$ cat src/rtl/sys_ctrl_pkg.sv
// Shared command codes, FSM encoding and state classification for the host
// command responder.
package sys_ctrl_pkg;

  localparam logic [7:0] CMD_WR = 8'hAA;
  localparam logic [7:0] CMD_RD = 8'hBB;

  typedef enum logic [2:0] {
    ST_IDLE    = 3'd0,
    ST_WR_ADDR = 3'd1,
    ST_WR_DATA = 3'd2,
    ST_RD_ADDR = 3'd3,
    ST_RD_WAIT = 3'd4,
    ST_TX_SEND = 3'd5
  } state_e;

  // States that are waiting on the host or the register file and may abort.
  function automatic logic is_timed_state(input state_e st);
    logic timed;
    case (st)
      ST_WR_ADDR, ST_WR_DATA, ST_RD_ADDR, ST_RD_WAIT: timed = 1'b1;
      default:                                        timed = 1'b0;
    endcase
    return timed;
  endfunction

endpackage

$ cat src/rtl/sys_ctrl_timer.sv
// Inter-byte idle timer: counts while enabled, saturates at TIMEOUT and
// flags expiry for the cycle the count sits at TIMEOUT.
module frame_timer #(
  parameter int TIMEOUT = 1023
) (
  input  logic clk_i,
  input  logic rst_i,
  input  logic clr_i,
  input  logic en_i,
  output logic expired_o
);

  localparam int            CW    = (TIMEOUT < 1) ? 1 : $clog2(TIMEOUT + 1);
  localparam logic [CW-1:0] LIMIT = CW'(TIMEOUT);

  logic [CW-1:0] cnt_q;
  logic [CW-1:0] cnt_d;

  // Next count: clear has priority, then saturating increment.
  always_comb begin
    cnt_d = cnt_q;
    if (clr_i) begin
      cnt_d = {CW{1'b0}};
    end else if (en_i && (cnt_q != LIMIT)) begin
      cnt_d = cnt_q + CW'(1'b1);
    end else begin
      cnt_d = cnt_q;
    end
  end

  // Count register.
  always_ff @(posedge clk_i) begin
    if (rst_i) begin
      cnt_q <= {CW{1'b0}};
    end else begin
      cnt_q <= cnt_d;
    end
  end

  assign expired_o = en_i && (cnt_q == LIMIT);

endmodule

$ cat src/rtl/sys_ctrl.sv
// Host command responder: decodes write/read frames from the UART receiver,
// drives the register-file strobes and returns read data to the UART transmitter.
module sys_ctrl
  import sys_ctrl_pkg::*;
#(
  parameter int DATA_WIDTH = 8,
  parameter int ADDR_WIDTH = 4,
  parameter int TIMEOUT    = 1023
) (
  input  logic                  CLK,
  input  logic                  RST,
  input  logic [DATA_WIDTH-1:0] RX_P_DATA,
  input  logic                  RX_D_VLD,
  output logic                  WrEn,
  output logic                  RdEn,
  output logic [ADDR_WIDTH-1:0] Address,
  output logic [DATA_WIDTH-1:0] WrData,
  input  logic [DATA_WIDTH-1:0] RdData,
  input  logic                  RdData_Valid,
  output logic [DATA_WIDTH-1:0] TX_P_DATA,
  output logic                  TX_D_VLD,
  input  logic                  TX_Busy,
  output logic                  Frame_Err
);

  state_e                state_q, state_d;
  logic [ADDR_WIDTH-1:0] addr_q, addr_d;
  logic [DATA_WIDTH-1:0] wrdata_q, wrdata_d;
  logic [DATA_WIDTH-1:0] txdata_q, txdata_d;
  logic                  wren_q, wren_d;
  logic                  rden_q, rden_d;
  logic                  txvld_q, txvld_d;
  logic                  ferr_q, ferr_d;
  logic                  rx_accept_s;
  logic                  addr_ok_s;
  logic                  expired_s;
  logic                  tmr_clr_s;
  logic                  tmr_en_s;

  // Only the low ADDR_WIDTH bits may be set in an address byte.
  assign addr_ok_s = ((RX_P_DATA >> ADDR_WIDTH) == {DATA_WIDTH{1'b0}});
  assign tmr_en_s  = is_timed_state(state_q);
  assign tmr_clr_s = rx_accept_s || (state_d != state_q);

  frame_timer #(.TIMEOUT(TIMEOUT)) u_timer (
    .clk_i    (CLK),
    .rst_i    (RST),
    .clr_i    (tmr_clr_s),
    .en_i     (tmr_en_s),
    .expired_o(expired_s)
  );

  // Frame decode: next state, latched fields and single-cycle strobes.
  always_comb begin
    state_d     = state_q;
    addr_d      = addr_q;
    wrdata_d    = wrdata_q;
    txdata_d    = txdata_q;
    wren_d      = 1'b0;
    rden_d      = 1'b0;
    txvld_d     = 1'b0;
    ferr_d      = 1'b0;
    rx_accept_s = 1'b0;
    case (state_q)
      ST_IDLE: begin
        if (RX_D_VLD) begin
          rx_accept_s = 1'b1;
          if (RX_P_DATA == DATA_WIDTH'(CMD_WR)) begin
            state_d = ST_WR_ADDR;
          end else if (RX_P_DATA == DATA_WIDTH'(CMD_RD)) begin
            state_d = ST_RD_ADDR;
          end else begin
            state_d = ST_IDLE;
          end
        end else begin
          state_d = ST_IDLE;
        end
      end
      ST_WR_ADDR, ST_RD_ADDR: begin
        if (expired_s) begin
          ferr_d  = 1'b1;
          state_d = ST_IDLE;
        end else if (RX_D_VLD) begin
          rx_accept_s = 1'b1;
          if (!addr_ok_s) begin
            ferr_d  = 1'b1;
            state_d = ST_IDLE;
          end else if (state_q == ST_WR_ADDR) begin
            addr_d  = RX_P_DATA[ADDR_WIDTH-1:0];
            state_d = ST_WR_DATA;
          end else begin
            addr_d  = RX_P_DATA[ADDR_WIDTH-1:0];
            rden_d  = 1'b1;
            state_d = ST_RD_WAIT;
          end
        end else begin
          state_d = state_q;
        end
      end
      ST_WR_DATA: begin
        if (expired_s) begin
          ferr_d  = 1'b1;
          state_d = ST_IDLE;
        end else if (RX_D_VLD) begin
          rx_accept_s = 1'b1;
          wrdata_d    = RX_P_DATA;
          wren_d      = 1'b1;
          state_d     = ST_IDLE;
        end else begin
          state_d = ST_WR_DATA;
        end
      end
      ST_RD_WAIT: begin
        // Host bytes arriving here are dropped without clearing the timer.
        if (expired_s) begin
          ferr_d  = 1'b1;
          state_d = ST_IDLE;
        end else if (RdData_Valid) begin
          txdata_d = RdData;
          state_d  = ST_TX_SEND;
        end else begin
          state_d = ST_RD_WAIT;
        end
      end
      ST_TX_SEND: begin
        if (!TX_Busy) begin
          txvld_d = 1'b1;
          state_d = ST_IDLE;
        end else begin
          state_d = ST_TX_SEND;
        end
      end
      default: begin
        state_d = ST_IDLE;
      end
    endcase
  end

  // State and output registers.
  always_ff @(posedge CLK) begin
    if (RST) begin
      state_q  <= ST_IDLE;
      addr_q   <= {ADDR_WIDTH{1'b0}};
      wrdata_q <= {DATA_WIDTH{1'b0}};
      txdata_q <= {DATA_WIDTH{1'b0}};
      wren_q   <= 1'b0;
      rden_q   <= 1'b0;
      txvld_q  <= 1'b0;
      ferr_q   <= 1'b0;
    end else begin
      state_q  <= state_d;
      addr_q   <= addr_d;
      wrdata_q <= wrdata_d;
      txdata_q <= txdata_d;
      wren_q   <= wren_d;
      rden_q   <= rden_d;
      txvld_q  <= txvld_d;
      ferr_q   <= ferr_d;
    end
  end

  assign WrEn      = wren_q;
  assign RdEn      = rden_q;
  assign Address   = addr_q;
  assign WrData    = wrdata_q;
  assign TX_P_DATA = txdata_q;
  assign TX_D_VLD  = txvld_q;
  assign Frame_Err = ferr_q;

endmodule
$ cat config.mk
export PLATFORM = sky130hd
export DESIGN_NAME = sys_ctrl
export DESIGN_NICKNAME = d
export VERILOG_FILES = /design/src/rtl/sys_ctrl_pkg.sv /design/src/rtl/sys_ctrl_timer.sv /design/src/rtl/sys_ctrl.sv
export SDC_FILE = /design/constraint.sdc
export NUM_CORES = 1
export LEC_CHECK = 0
export CORE_UTILIZATION = 48
export CTS_CLUSTER_SIZE = 40
export DETAILED_ROUTE_END_ITERATION = 6
export PLACE_DENSITY = 0.86
export SLEW_MARGIN = 20
export SYNTH_ARGS = -nofsm -noshare
export SYNTH_HDL_FRONTEND = slang
export SYNTH_SLANG_ARGS = --single-unit
$ cat constraint.sdc
create_clock -name CLK -period 2.3 [get_ports CLK]
set_clock_uncertainty 0.2 [all_clocks]
set_input_delay 0.345 -clock CLK [delete_from_list [all_inputs] [get_ports CLK]]
set_output_delay 0.345 -clock CLK [all_outputs]
set_load 0.1 [all_outputs]
======== Word-level counts from Yosys, hierarchy flattened ========
Cells that the tools add are included.
storage, ports and cells
  flip-flop bits (word level) ............. 37
  input port bits ......................... 21
  output and inout bits ................... 24
  word-level logic and storage cells ...... 66
operators by class
  add/sub/neg operators ................... 1
  equality and inequality tests ........... 10
  mux-type cells .......................... 24
  bitwise operators ....................... 6
  reduce and logical (&&, ||, !) cells .... 16
operator list
  operator                                              number
  two-way mux 3 bit                                     7
  equality test 8 bit (second input constant)           2
  case mux 3 bit (5 select lines)                       1
  adder 10 x 1 -> 10 bit (second input constant)        1
  equality test 10 bit (second input constant)          1
  two-way mux 1 bit                                     10
  != test 10 bit (second input constant)                1
  OR reduction 2 bit                                    5
  logical NOT 8 bit                                     1
  two-way mux 2 bit                                     4
  equality test 3 x 2 -> 1 bit (second input constant)  2
  equality test 3 bit (second input constant)           2
  inverter 1 bit                                        6
  AND reduction 3 bit                                   2
  OR reduction 5 bit                                    1
  case mux 1 bit (2 select lines)                       2
  AND reduction 4 bit                                   1
  OR reduction 4 bit                                    1
  equality test 3 x 1 -> 1 bit (second input constant)  1
  logical NOT 3 bit                                     1
  != test 3 bit                                         1
  OR reduction 3 bit                                    1
  logical AND 1 bit                                     2
  logical OR 1 bit                                      1

======== Longest topological paths before layout ========
Gate-level depths: netlist (run 1).
  depth after elaboration ................. 9
  mapped depth ............................ 8
  mapped depth without buffers ............ 6

======== By module ========
From an unflattened synthesis (run 1), not the netlist that was laid out.
unflattened totals
  cells, all modules ...................... 202
  area total of the unflattened synthesis .. 1771.7 um2
by module, submodules not included
  module       instances  cells each  area each (um2)  sequential area each (um2)
  sys_ctrl     1          143         1242.4           540.5
  frame_timer  1          59          529.3            200.2

======== Worst setup path after synthesis (run 1) ========
OpenSTA, ideal clock, no wires.
  kind .................................... register -> register
  from .................................... register u_timer.cnt_q[0]
  to ...................................... register u_timer.cnt_q[0]
  library setup time ...................... 0.128 ns
  arrival ................................. 1.707 ns
  required time ........................... 1.972 ns
  setup slack ............................. 0.266 ns
  stages on the path, launching flop included .. 8
  buffers on the path ..................... 1
  period minus slack after synthesis ...... 2.034 ns
  cells stage by stage .................... dfxtp_1 -> ha_1 -> nand3_2 -> or3_1 -> buf_2 -> o21a_1 -> o2111ai_4 -> nor2_1
on the way
  cells in the longest elaborated chain, start to end .. 7
  elaborated cells between the ends (all ways) .. 14
  classes of those cells .................. 1 x add/sub; 3 x eq/ne; 6 x mux; 4 x reduce/logical
ends and longest elaborated chain
  element                                    RTL line              RTL
  start: declaration                         sys_ctrl_timer.sv:16  logic [CW-1:0] cnt_q;
  start signal: assignment                   sys_ctrl_timer.sv:34  cnt_q <= {CW{1'b0}};
  start signal: assignment                   sys_ctrl_timer.sv:36  cnt_q <= cnt_d;
  equality test 10 bit                       sys_ctrl_timer.sv:40  assign expired_o = en_i && (cnt_q == LIMIT);
  logical AND 1 bit                          sys_ctrl_timer.sv:40
  two-way mux 3 bit (tied with other cells)  sys_ctrl.sv:115       if (expired_s) begin
  case mux 3 bit (5 select lines)            sys_ctrl.sv:64        case (state_q)
  != test 3 bit                              sys_ctrl.sv:43        assign tmr_clr_s = rx_accept_s || (state_d != state_q);
  logical OR 1 bit                           sys_ctrl.sv:43
  OR reduction 2 bit (no source line)        --
Several ways; a longest one is shown, not always the timed one.
A chain may end at the register's enable or synchronous reset.

======== Worst setup path after layout (run 1) ========
  from .................................... register u_timer.cnt_q[0]
  to ...................................... register wrdata_q[1], in the netlist WrData[1]
on the way
  cells in the longest elaborated chain, start to end .. 4
ends and longest elaborated chain
  element                               RTL line              RTL
  equality test 10 bit                  sys_ctrl_timer.sv:40
  logical AND 1 bit                     sys_ctrl_timer.sv:40
  inverter 1 bit (no source line)       --
  AND reduction 3 bit (no source line)  --
  end signal: assignment                sys_ctrl.sv:144       wrdata_q <= {DATA_WIDTH{1'b0}};
  end signal: assignment                sys_ctrl.sv:153       wrdata_q <= wrdata_d;
  end: declaration                      sys_ctrl.sv:28        logic [DATA_WIDTH-1:0] wrdata_q, wrdata_d;
No other way between the ends.

==> results of run 1 <==
==> cells in the mapped netlist (3+ instances only) <==
cell | n | area [um^2]
nor3_1 | 6 | 30.0
clkbuf_1 | 6 | 22.5
a21oi_1 | 6 | 30.0
nand2_1 | 6 | 22.5
nor2_1 | 36 | 135
xnor2_1 | 6 | 52.6
nor2b_1 | 3 | 18.8
nand3_1 | 4 | 20.0
nand2b_1 | 4 | 25.0
mux2i_1 | 22 | 220
dfxtp_1 | 37 | 741
xor2_1 | 3 | 26.3
nor3b_1 | 3 | 22.5
==> metal layers <==
layer  up-vias  part of all wire  track usage
met1       711              0.46        0.239
li1        756                 -            -
met3         5             0.036       0.0393
met4         0             0.012       0.0857
met5         -                 0            0
met2        37              0.49        0.353
==> kinds of logic after synthesis <==
kind of cell | after synthesis
compound gates | 22
xor+xnor | 9
fa+ha+maj | 1
buf+inv | 13
flops | 37
mux | 22
simple gates | 80
==> cell usage in the layout (no fill, tap or decap), types with 2 or more instances in the layout <==
master           count
a211oi_2             2
a21o_1               2
a21oi_1              6
a31oi_1              2
buf_4               37
clkbuf_4             5
clkdlybuf4s50_1     20
dfxtp_1             36
inv_1                2
mux2i_1             22
nand2_1              6
nand2b_1             4
nand3_1              4
nand4_1              2
nor2_1              36
nor2b_1              3
nor3_1               6
nor3b_1              3
nor4_1               2
o2111ai_4            2
o22a_1               2
or3_1                2
xnor2_1              6
xor2_1               3
==> power by group <==
part	total, mW	switching, mW	internal (mW)
clock	0.484	0.226	0.258
combinational	0.0763	0.0327	0.0435
sequential	0.641	0.000126	0.641
==> path summary, 6_finish.rpt <==
| kind | from | end | depth (start not counted) |
|---|---|---|---|
| worst min-delay path | WrData[6]$_SDFFE_PP0P_ | WrData[6]$_SDFFE_PP0P_ | 2 |
| worst max-delay path | u_timer.cnt_q[0]$_SDFFE_PP0P_ | WrData[1]$_SDFFE_PP0P_ | 7 |
| worst max register to register | u_timer.cnt_q[0]$_SDFFE_PP0P_ | WrData[1]$_SDFFE_PP0P_ | 7 |
| worst min register to register | WrData[6]$_SDFFE_PP0P_ | WrData[6]$_SDFFE_PP0P_ | 2 |
==> timing repair <==
action                                  CTS  global route
endpoints found under the hold margin     0             0
resized for setup                         0             2
endpoints found under the setup margin    0            10
hold buffers                              0             0
setup buffers                             0             1
==> metrics by stage <==
stage | cell area, um^2 | utilization | hold WS, ns
finish | 2330 | 0.688 | 0.308
global route | 2330 | 0.688 | 0.344
CTS | 2300 | 0.678 | 0.315
detailed placement | 2210 | 0.652 | 0.286
global placement | 2210 | 0.652 | 0.276
floorplan | 1730 | - | 0.275
==> worst max-delay path: cells and delay by family, from the launching register on <==
family	cells	cell delay, ns
buffers and inverters	1	0.21
DFF	1	0.37
and+or+nand+nor	4	0.82
muxes	1	0.23
adders and majority gates	1	0.20
==> flip-flops by register name, summed over array words and instances (netlist names) <==
name and flops:
WrEn 1, RdEn 1, TX_P_DATA 8, Frame_Err 1, state_q 3, u_timer.cnt_q 10
Address 4, WrData 8, TX_D_VLD 1
==> cell type report <==
class,count,share of cell area
Multi-Input combinational cell,135,0.411
Sequential cell,37,0.318
Timing Repair Buffer,57,0.205
Tap cell,46,0.0247
Clock buffer,6,0.0220
Clock inverter,2,0.0161
Inverter,2,0.00322
==> out/summary.txt, run 1 <==
Syn Std Cell Area: 1730 um^2
Number of synthesized flops with an enable pin: 0
Crit path required time: 2.33 ns
Flip-flop and latch count after synthesis: 37
Die Width: 62.0 um
Clock Latency Late Sink: 0.34 ns
TritonCTS Sinks: 37
Fin crit period: 2.15 ns
Post-synth ARST share: 0
Vias per std cell: 5.29
Area grow syn2layout: 35.2%
Outcome: finished, final reports clean
Pins Over Slew Limit: 0
Gr usage total: 0.202
Leak pwr: 1.00 nW
Post-layout nets: 260
Compound-gate portion of the synthesized area: 0.110
Largest net degree at the start of global routing: 27
Iteration-0 DRC Markers: 62
Syn_nets: 206
Post-synthesis simple-gate area fraction: 0.246
Power Density: 515 nW/um^2
Crit path kind: reg2reg
Port bufs: 44
Fin cells: 285
First-pass GRT wire length: 5660 um
Vias in the first global route: 1331
Cts bufs inserted: 5
Crit-path max FO: 9
Unique masters post-synth: 45
Worst-margin pin slew: 0.651 ns
CTS tree: built
Clock buffer depth: 2
Max VDD drop: 0.000359 V
Yosys Warn Count: 0
Avg Synthesized Cell Area: 9.38 um^2
Via count: 1509
Layout fillers: 275
Die Y-Extent: 62.0 um
CTS root buf: clkbuf_4
Final Hold Vio Count: 0
Final wirelength: 3800 um
Crit-path slowest cell: or3_1
Post-synthesis mux area share: 0.128
FF+latch area: 742 um^2
Startpoint types: register
Layout cells sized above 1: 0.243
Worst EP arrival: 2.18 ns
Adder-cell share of the synthesized area: 0.00725
Worst-path cell chain: ha_1 > nand3_2 > or3_1 > nand4_1 > buf_4 > mux2i_1 > nor2_1
Sequential fraction of the synthesis area: 0.429
Mapped Cells: 184
Hold crit path type: reg2reg
Initial Util: 0.509
Die area: 3840 um^2
Tot Pwr: 1.20 mW
Drt drc: 0
Largest stage delay, worst path: 0.48 ns
Post-synthesis xor/xnor area fraction: 0.0457
Reg2Reg Setup Slack: 0.15 ns
Routed Antenna Nets: 0
PnR worst setup slack: 0.149 ns
I/O Pins: 45
Area of the multi-input gates: 960 um^2
Final setup TNS: 0 ns
Detail Placement HPWL: 2630 um
WL/cell: 13.3 um
Largest family of logic cells by synthesized area: simple AND/OR/NAND/NOR gates
Slew margin rel.: 0.564
Max-Cap Viols: 0
Gr ovfl total: 0
Core Area: 3390 um^2
Main flop type after synthesis: dfxtp_1
Antenna violations before repair: 0
CP Capture Type: register
# rows: 21
Ant diodes: 0
Clock transition at path regs: 0.12 ns
GPL Wtd Cong: 0.767
Post-place setup slack: 0.0131 ns
Fmax: 0.465 GHz
Drt pass-1 iters: 4
Final setup viols: 0
H-tree Lvls: 2
Final Cycle Share: 0.935
RSZ-0062 raised after global routing: no
Post-Place Cells: 275
Power figures use the tool's default switching activity.
==> run 2: changes to the inputs <==
CTS_CLUSTER_SIZE = not set   (was 40)
==> results of run 2 <==
The final DEF is identical to that of run 1; final timing and power are the same.
==> run 3: changes to the inputs <==
SKIP_LAST_GASP = 1   (was not set)
==> results of run 3 <==
The final DEF is identical to that of run 1; final timing and power are the same.
